--- src/rtl/mips_pkg.sv ---
// Shared definitions for the fetch stage: FSM encoding, NOP word and default PCs.
package mips_pkg;

  typedef enum logic [1:0] {
    ST_RST  = 2'd0,
    ST_RUN  = 2'd1,
    ST_HALT = 2'd2
  } fetch_state_t;

  localparam logic [31:0] NOP                = 32'h0000_0000;
  localparam logic [31:0] DEFAULT_RESET_PC   = 32'h0000_0000;
  localparam logic [31:0] DEFAULT_EXC_VECTOR = 32'h0000_0080;

endpackage

--- src/rtl/if_id_reg.sv ---
// IF/ID valid/ready pipeline register: load beats a flush, otherwise contents hold.
module if_id_reg (
  input  logic        clk,
  input  logic        reset,
  input  logic        load,
  input  logic        flush,
  input  logic [31:0] load_instr,
  input  logic [31:0] load_pc,
  input  logic [31:0] load_pc_plus4,
  input  logic        load_fault,
  output logic        id_valid,
  output logic [31:0] id_instr,
  output logic [31:0] id_pc,
  output logic [31:0] id_pc_plus4,
  output logic        id_fault
);

  // NOTE: sequential state uses non-blocking (<=) so every flop samples pre-edge values.
  always_ff @(posedge clk or posedge reset) begin
    if (reset) begin
      id_valid    <= 1'b0;
      id_instr    <= 32'h0;
      id_pc       <= 32'h0;
      id_pc_plus4 <= 32'h0;
      id_fault    <= 1'b0;
    end else if (load) begin
      id_valid    <= 1'b1;
      id_instr    <= load_instr;
      id_pc       <= load_pc;
      id_pc_plus4 <= load_pc_plus4;
      id_fault    <= load_fault;
    end else if (flush) begin
      // Data fields keep their last value; only the valid bit retires the beat.
      id_valid <= 1'b0;
    end
  end

endmodule

--- src/rtl/instr_fetch.sv ---
// Fetch stage: owns the PC and RST/RUN/HALT FSM, drives the ROM, feeds IF/ID.
// Optional misaligned-redirect fault beats are enabled by defining IF_ALIGN_CHECK_EN.
module instr_fetch
  import mips_pkg::*;
#(
  parameter logic [31:0] RESET_PC   = DEFAULT_RESET_PC,
  parameter int          ROM_WORDS  = 64,
  parameter logic [31:0] EXC_VECTOR = DEFAULT_EXC_VECTOR
) (
  input  logic        clk,
  input  logic        reset,
  output logic [31:0] rom_addr,
  input  logic [31:0] rom_data,
  input  logic        redirect_valid,
  input  logic [31:0] redirect_pc,
  input  logic        id_ready,
  output logic        id_valid,
  output logic [31:0] id_instr,
  output logic [31:0] id_pc,
  output logic [31:0] id_pc_plus4,
  output logic        id_fault
);

  fetch_state_t state, state_next;
  logic [31:0]  pc;
  logic [31:0]  redirect_target;
  logic         misaligned;
  logic         in_range;
  logic         redirect_en;
  logic         capture;
  logic         fault_load;
  logic [31:0]  load_pc;

  assign rom_addr    = pc;
  assign in_range    = {2'b00, pc[31:2]} < 32'(ROM_WORDS);
  assign redirect_en = redirect_valid && (state != ST_RST);

`ifdef IF_ALIGN_CHECK_EN
  assign misaligned      = redirect_pc[1:0] != 2'b00;
  assign redirect_target = misaligned ? EXC_VECTOR : redirect_pc;
`else
  logic unused_cfg;
  assign misaligned      = 1'b0;
  assign redirect_target = {redirect_pc[31:2], 2'b00};
  assign unused_cfg      = ^{EXC_VECTOR, redirect_pc[1:0]};
`endif

  assign fault_load = redirect_en && misaligned;
  assign capture    = (state == ST_RUN) && in_range && !redirect_en && (!id_valid || id_ready);
  assign load_pc    = fault_load ? redirect_pc : pc;

  always_ff @(posedge clk or posedge reset) begin
    if (reset) begin
      state <= ST_RST;
      pc    <= RESET_PC;
    end else begin
      state <= state_next;
      if (redirect_en)  pc <= redirect_target;
      else if (capture) pc <= pc + 32'd4;
    end
  end

  // NOTE: assigning the default first keeps always_comb free of inferred latches.
  always_comb begin
    state_next = state;
    unique case (state)
      ST_RST:  state_next = ST_RUN;
      ST_RUN:  if (!redirect_en && !in_range) state_next = ST_HALT;
      ST_HALT: if (redirect_en) state_next = ST_RUN;
      default: state_next = ST_RST;
    endcase
  end

  // A redirect always retires the current beat; a fault redirect reloads it instead.
  if_id_reg u_if_id_reg (
    .clk           (clk),
    .reset         (reset),
    .load          (capture || fault_load),
    .flush         (redirect_en || id_ready),
    .load_instr    (fault_load ? NOP : rom_data),
    .load_pc       (load_pc),
    .load_pc_plus4 (load_pc + 32'd4),
    .load_fault    (fault_load),
    .id_valid      (id_valid),
    .id_instr      (id_instr),
    .id_pc         (id_pc),
    .id_pc_plus4   (id_pc_plus4),
    .id_fault      (id_fault)
  );

endmodule
--- config.mk ---
export PLATFORM = sky130hd
export DESIGN_NAME = instr_fetch
export DESIGN_NICKNAME = d
export VERILOG_FILES = /design/src/rtl/mips_pkg.sv /design/src/rtl/if_id_reg.sv /design/src/rtl/instr_fetch.sv
export SDC_FILE = /design/constraint.sdc
export NUM_CORES = 1
export LEC_CHECK = 0
export ABC_AREA = 1
export BUFFER_PORTS_ARGS = -buffer_cell sky130_fd_sc_hd__buf_2
export CORE_UTILIZATION = 44
export CTS_CLUSTER_DIAMETER = 50
export DETAILED_ROUTE_END_ITERATION = 7
export GPL_TIMING_DRIVEN = 0
export HOLD_SLACK_MARGIN = 0.05
export PLACE_DENSITY_LB_ADDON = 0.08
export SLEW_MARGIN = 15
export SYNTH_ARGS = -nofsm -noshare
export SYNTH_HDL_FRONTEND = slang
export SYNTH_SLANG_ARGS = --single-unit
--- constraint.sdc ---
create_clock -name clk -period 3.8 [get_ports clk]
set_clock_uncertainty 0.1 [all_clocks]
set_input_delay 0.38 -clock clk [delete_from_list [all_inputs] [get_ports clk]]
set_output_delay 0.38 -clock clk [all_outputs]
set_load 0.01 [all_outputs]
Word-level counts from Yosys, hierarchy flattened
Index checks and enable logic that the tools add are counted.

storage, ports and cells
  register bits = 131
  output and inout bits = 130
  logic and storage cells = 34

operators by class
  add/sub/neg operators = 1
  order comparisons = 1
  eq/ne operators = 4
  muxes and demuxes = 7
  reduce and logical (&&, ||, !) cells = 15

operators with widths
  cell                                                                     count
  32-bit two-way mux                                                       2
  32-bit by 3-bit adder with 32-bit output, second input constant          1
  30-bit by 7-bit < comparator with 1-bit output, second input constant    1
  2-bit one-hot mux with 3 select lines                                    1
  2-bit nonzero test                                                       3
  1-bit logical AND                                                        5
  2-bit two-way mux                                                        2
  1-bit logical NOT                                                        3
  2-bit by 1-bit == test with 1-bit output, second input constant          1
  2-bit == test, second input constant                                     1
  2-bit logical NOT                                                        1
  1-bit logical OR                                                         2
  1-bit two-way mux                                                        2
  2-bit by 1-bit inequality test with 1-bit output, second input constant  1
  2-bit inequality test, second input constant                             1
  2-bit AND reduction                                                      1

Longest topological paths before layout
  depth after elaboration = 7
  mapped depth = 10
  mapped depth without buffers = 9

Cells and area by module
Synthesis repeated with hierarchy kept, for this count alone.

unflattened totals
  cell total of the unflattened synthesis = 774
  area total of the unflattened synthesis = 6053.3 um^2

modules (own cells, without submodules)
  module       times used  cells an instance  area an instance (um^2)  seq. area each (um^2)
  if_id_reg    1           415                3702.3                   2452.4
  instr_fetch  1           359                2351.0                   800.8

Worst setup path before layout
Ideal clock, no wire load.

  path kind = reg-to-reg
  start = reg pc[28] (netlist: rom_addr[28])
  end = reg u_if_id_reg.id_instr[0]
  setup time = 0.117 ns
  arrival = 1.355 ns
  required time = 3.583 ns
  setup slack = 2.227 ns
  cell stages (with the launch flop) = 11
  period minus slack after synthesis = 1.573 ns
  cell sequence = dfrtp_1 nor2_1 nand2_1 nor2_1 nand3_1 nor2_2 nand3_1 buf_4 buf_6 nand2_1 nand2_1

between the ends
  cells in the longest elaborated chain, start to end = 4

ends and longest elaborated chain
  element                                         line               RTL
  start: declaration                              instr_fetch.sv:25  logic [31:0] pc;
  start signal: assignment                        instr_fetch.sv:58  if (redirect_en) pc <= redirect_target;
  start signal: assignment                        instr_fetch.sv:59  else if (capture) pc <= pc + 32'd4;
  30-bit by 7-bit < comparator with 1-bit output  instr_fetch.sv:35  assign in_range = {2'b00, pc[31:2]} < 32'(ROM_WORDS);
  1-bit logical AND (3 in series)                 instr_fetch.sv:49  assign capture = (state == ST_RUN) && in_range && !redirect_en && (!id_valid || id_ready);
  end signal: assignment                          if_id_reg.sv:28    id_instr <= load_instr;
  end: declaration                                if_id_reg.sv:12    output logic [31:0] id_instr,

Every way passes these cells.
A chain may end at the register's enable or synchronous reset.

Worst setup path in the final report
  start = reg u_if_id_reg.id_valid
  end = reg u_if_id_reg.id_instr[15]

between the ends
  cells in the longest elaborated chain, start to end = 3

ends and longest elaborated chain
  element                   line               RTL
  start: declaration        if_id_reg.sv:11    output logic id_valid,
  start signal: assignment  if_id_reg.sv:21    id_valid <= 1'b0;
  start signal: assignment  if_id_reg.sv:27    id_valid <= 1'b1;
  start signal: assignment  if_id_reg.sv:34    id_valid <= 1'b0;
  1-bit logical NOT         instr_fetch.sv:49
  1-bit logical OR          instr_fetch.sv:49
  1-bit logical AND         instr_fetch.sv:49

Every way passes these cells.

==> impl_results.md <==
* Syn Inst Count at 578
* Xor/xnor share of the synthesized area at less than 1%
* Post-CTS Setup Inserts at 0
* Clk slew on worst S/H paths at roughly 0.050 ns
* Port Buffers at 188
* Synthesis-to-layout area growth at 36.99%
* Cell area after layout at between 7000 and 8000 um2
* WP data arrival at around 2.1 ns
* Wire length per cell at roughly 13 um
* Seq pwr share at about 38%
* Synthesized area per cell at 8.925 um2
* P per Cell Area at approximately 620 nW/um2
* First-pass detailed-route iteration total at 4
* Post-synth EDFFs at 0
* Cts bufs inserted at 17
* WHS Endpoint: rom_addr[20]
* Reg-to-Reg Start: u_if_id_reg.id_valid
* Dpl hpwl at 9.190 mm
* Adder-Cell Fraction of Synth Area at less than 1%
* Ys flop type: dfrtp_1
* Core ar. at about 11000 um2
* Final #Nets at 865
* Starting Density at 45.18%
* Final setup viols at 0
* Clock power share at ~42%
* Hold path start: redirect_pc[20]
* Worst setup EP type: flip-flop
* Largest net degree at the start of global routing at 37
* Post-Route WL at around 13 mm
* Hold Crit Class: in2reg
* P_int at between 3 and 4 mW
* Clk Latency, worst-skew pair at 0.41 ns
* Library cells used by synthesis at 23
* DRC viols at 0
* Post-synth design cell area at between 5000 and 6000 um2
* Setup TNS at 0 ns
* CTS tree: built
* Initial antenna violation count at 0
* Vias in the first global route at 4216
* Via count at around 4.5k
* Async SR Flop Fraction at 100.0%
* Period utilisation layout at around 50%
* Worst-path maximum fanout at 10
* Root Buffer: clkbuf_16
* Mux cell area share after synthesis at 0%
* DR iter-0 viols at approximately 220
* Max Root-Sink Buffers at 2
* Switch Pwr at 1.268 mW
* Full die area at about 12000 um2
* Fin crit period at approximately 1.9 ns
* Final antenna-violating net count at 0
* Slew headroom at a little over half
* Hold buffers post-CTS at 2
* Worst vdd ir at approximately 0.4 mV
* Grt ovf at 0
* Synth warn at 0
* Die Width at 110.3 um
* Sequential area share after synthesis at around three fifths
* Status: finished, final reports clean
* H-Tree Depth at 4
* Max cap viols at 0
* Crit path launch type: flip-flop
* Worst-margin pin slew at ~0.71 ns
* IO Count at 198
* Achievable Freq at 533.2 MHz
* LEAKAGE at ~4.1 nW
* CP required at 4.04 ns
* Final hold violation count at 0
* First-pass GRT wire length at between 15 and 20 mm
* PostCTS Resize Cnt at 0
* #FFs+latches synth at between 100 and 150
* Gpl congestion at 0.7905
* Proportion of layout cells with a drive suffix above 1 at approximately 32%
* Largest family of logic cells by synthesized area: simple AND/OR/NAND/NOR gates
* Simple-gate area share of the yosys netlist at roughly 27%
* Crit Path Class: reg2reg
* Worst R2R End: u_if_id_reg.id_instr[15]
* Switching share of total power at 29.00%
* Power, Total at roughly 4.4 mW
* Final Max Tran Viols at 0
* Comb pwr share at 19.8%
* FP Rows at 39
* CTS Sinks at 125
* Worst Hold Path Cells at 3
* DR vias/cell at ~4.7
* RSZ-0062 raised after global routing: false
* Post-place instance area at between 6000 and 7000 um2
* Fin util at 61.89%
* Die extent in y at approximately 110 um
* # diodes at 0
* Post-synthesis compound-gate area fraction at 1.237%
* Reg2reg setup slack at 1.92 ns
* Reg2reg path depth at 7
* GRT Util Overall at between 20% and 30%
cells in the mapped netlist, types with 3 or more instances:
library cell,instances,share of area (%)
buf_1,3,0.22
buf_2,10,0.97
buf_4,13,1.9
buf_6,6,1.3
clkbuf_1,7,0.51
dfrtp_1,125,61
inv_1,64,4.7
inv_2,3,0.22
nand2_1,176,13
nand3_1,38,3.7
nand4_1,40,4.9
nor2_1,68,4.9
nor2_2,3,0.36
o21ai_0,9,0.87
xor2_1,5,0.85
metal layers:
metal  track usage, %  vias to the layer above  part of all wire, %
met3            6.408                       19                  5.6
li1                 -                     2221                    -
met1            25.70                     2102                   43
met2            35.94                      143                   50
met4            9.117                        0                  1.5
met5                0                        -                    0
registers in the layout, indices dropped and copies added, names as in the netlist:
name and flops:
u_if_id_reg.id_instr 32, u_if_id_reg.id_valid 1, rom_addr 30, u_if_id_reg.id_pc 30, state 2, u_if_id_reg.id_pc_plus4 30
metrics by stage:
stage,hold WS [ns],cells,setup WS [ns]
floorplan,0.3971,584,1.781
global placement,0.3510,915,0.9863
detailed placement,0.3533,918,1.904
CTS,0.05048,952,1.923
global route,0.06717,952,1.735
finish,0.07073,952,1.925
worst max-delay path, stage by stage (launching register included):
cell,delay (ns)
dfrtp_1,0.38
inv_1,0.05
nor2_1,0.05
inv_1,0.11
clkbuf_1,0.38
clkbuf_1,0.47
nand4_1,0.18
nand2_1,0.09
placed cells by master (no fill, tap or decap), types with 7 or more instances in the layout:
cell type / netlist / routed
nand2_1: 176 / 176
buf_2: 10 / 198
nor2_1: 68 / 68
nand3_1: 38 / 38
inv_1: 64 / 63
conb_1: 1 / 7
nand4_1: 40 / 40
buf_4: 13 / 13
dfrtp_1: 125 / 125
o21ai_0: 9 / 9
clkbuf_1: 7 / 8
clkbuf_16: 0 / 17
power groups by stage:
stage               Clock (mW)  Combinational [mW]  Sequential (mW)
detailed placement           0               0.871             1.68
global route              1.93               0.984             1.69
finish                    1.84               0.866             1.66
floorplan                    0               0.472             1.73
global placement             0               0.844             1.68
CTS                       1.88               0.877             1.66
worst max path at each step:
stage | start | to | slack, ns | cells after the start
after global routing | rom_addr[28] | u_if_id_reg.id_instr[18] | 1.74 | 9
after global placement | reset | u_if_id_reg.id_instr[17] | 0.99 | 2
final | u_if_id_reg.id_valid | u_if_id_reg.id_instr[15] | 1.92 | 7
after CTS | u_if_id_reg.id_valid | u_if_id_reg.id_instr[15] | 1.92 | 7
after floorplan | reset | rom_addr[10] | 1.78 | 1
after detailed placement | id_ready | u_if_id_reg.id_instr[11] | 1.90 | 7
cell type report:
| class | count | area (um2) |
|---|---|---|
| timing repair buffer | 193 | 1021 |
| tap | 143 | 178.9 |
| multi-input combinational | 353 | 1549 |
| clock buffer | 21 | 470.5 |
| inverter | 67 | 255.2 |
| sequential | 125 | 3128 |
| clock inverter | 11 | 211.5 |
| buffer | 39 | 252.7 |
| fill | 1072 | 4352 |
cell families after synthesis:
group | count (synthesis)
compound gates | 12
other cells | 1
simple gates | 328
fa+ha+maj | 1
buf+inv | 106
xor+xnor | 5
flops | 125
Note: power is estimated with default switching activity, not from simulation.
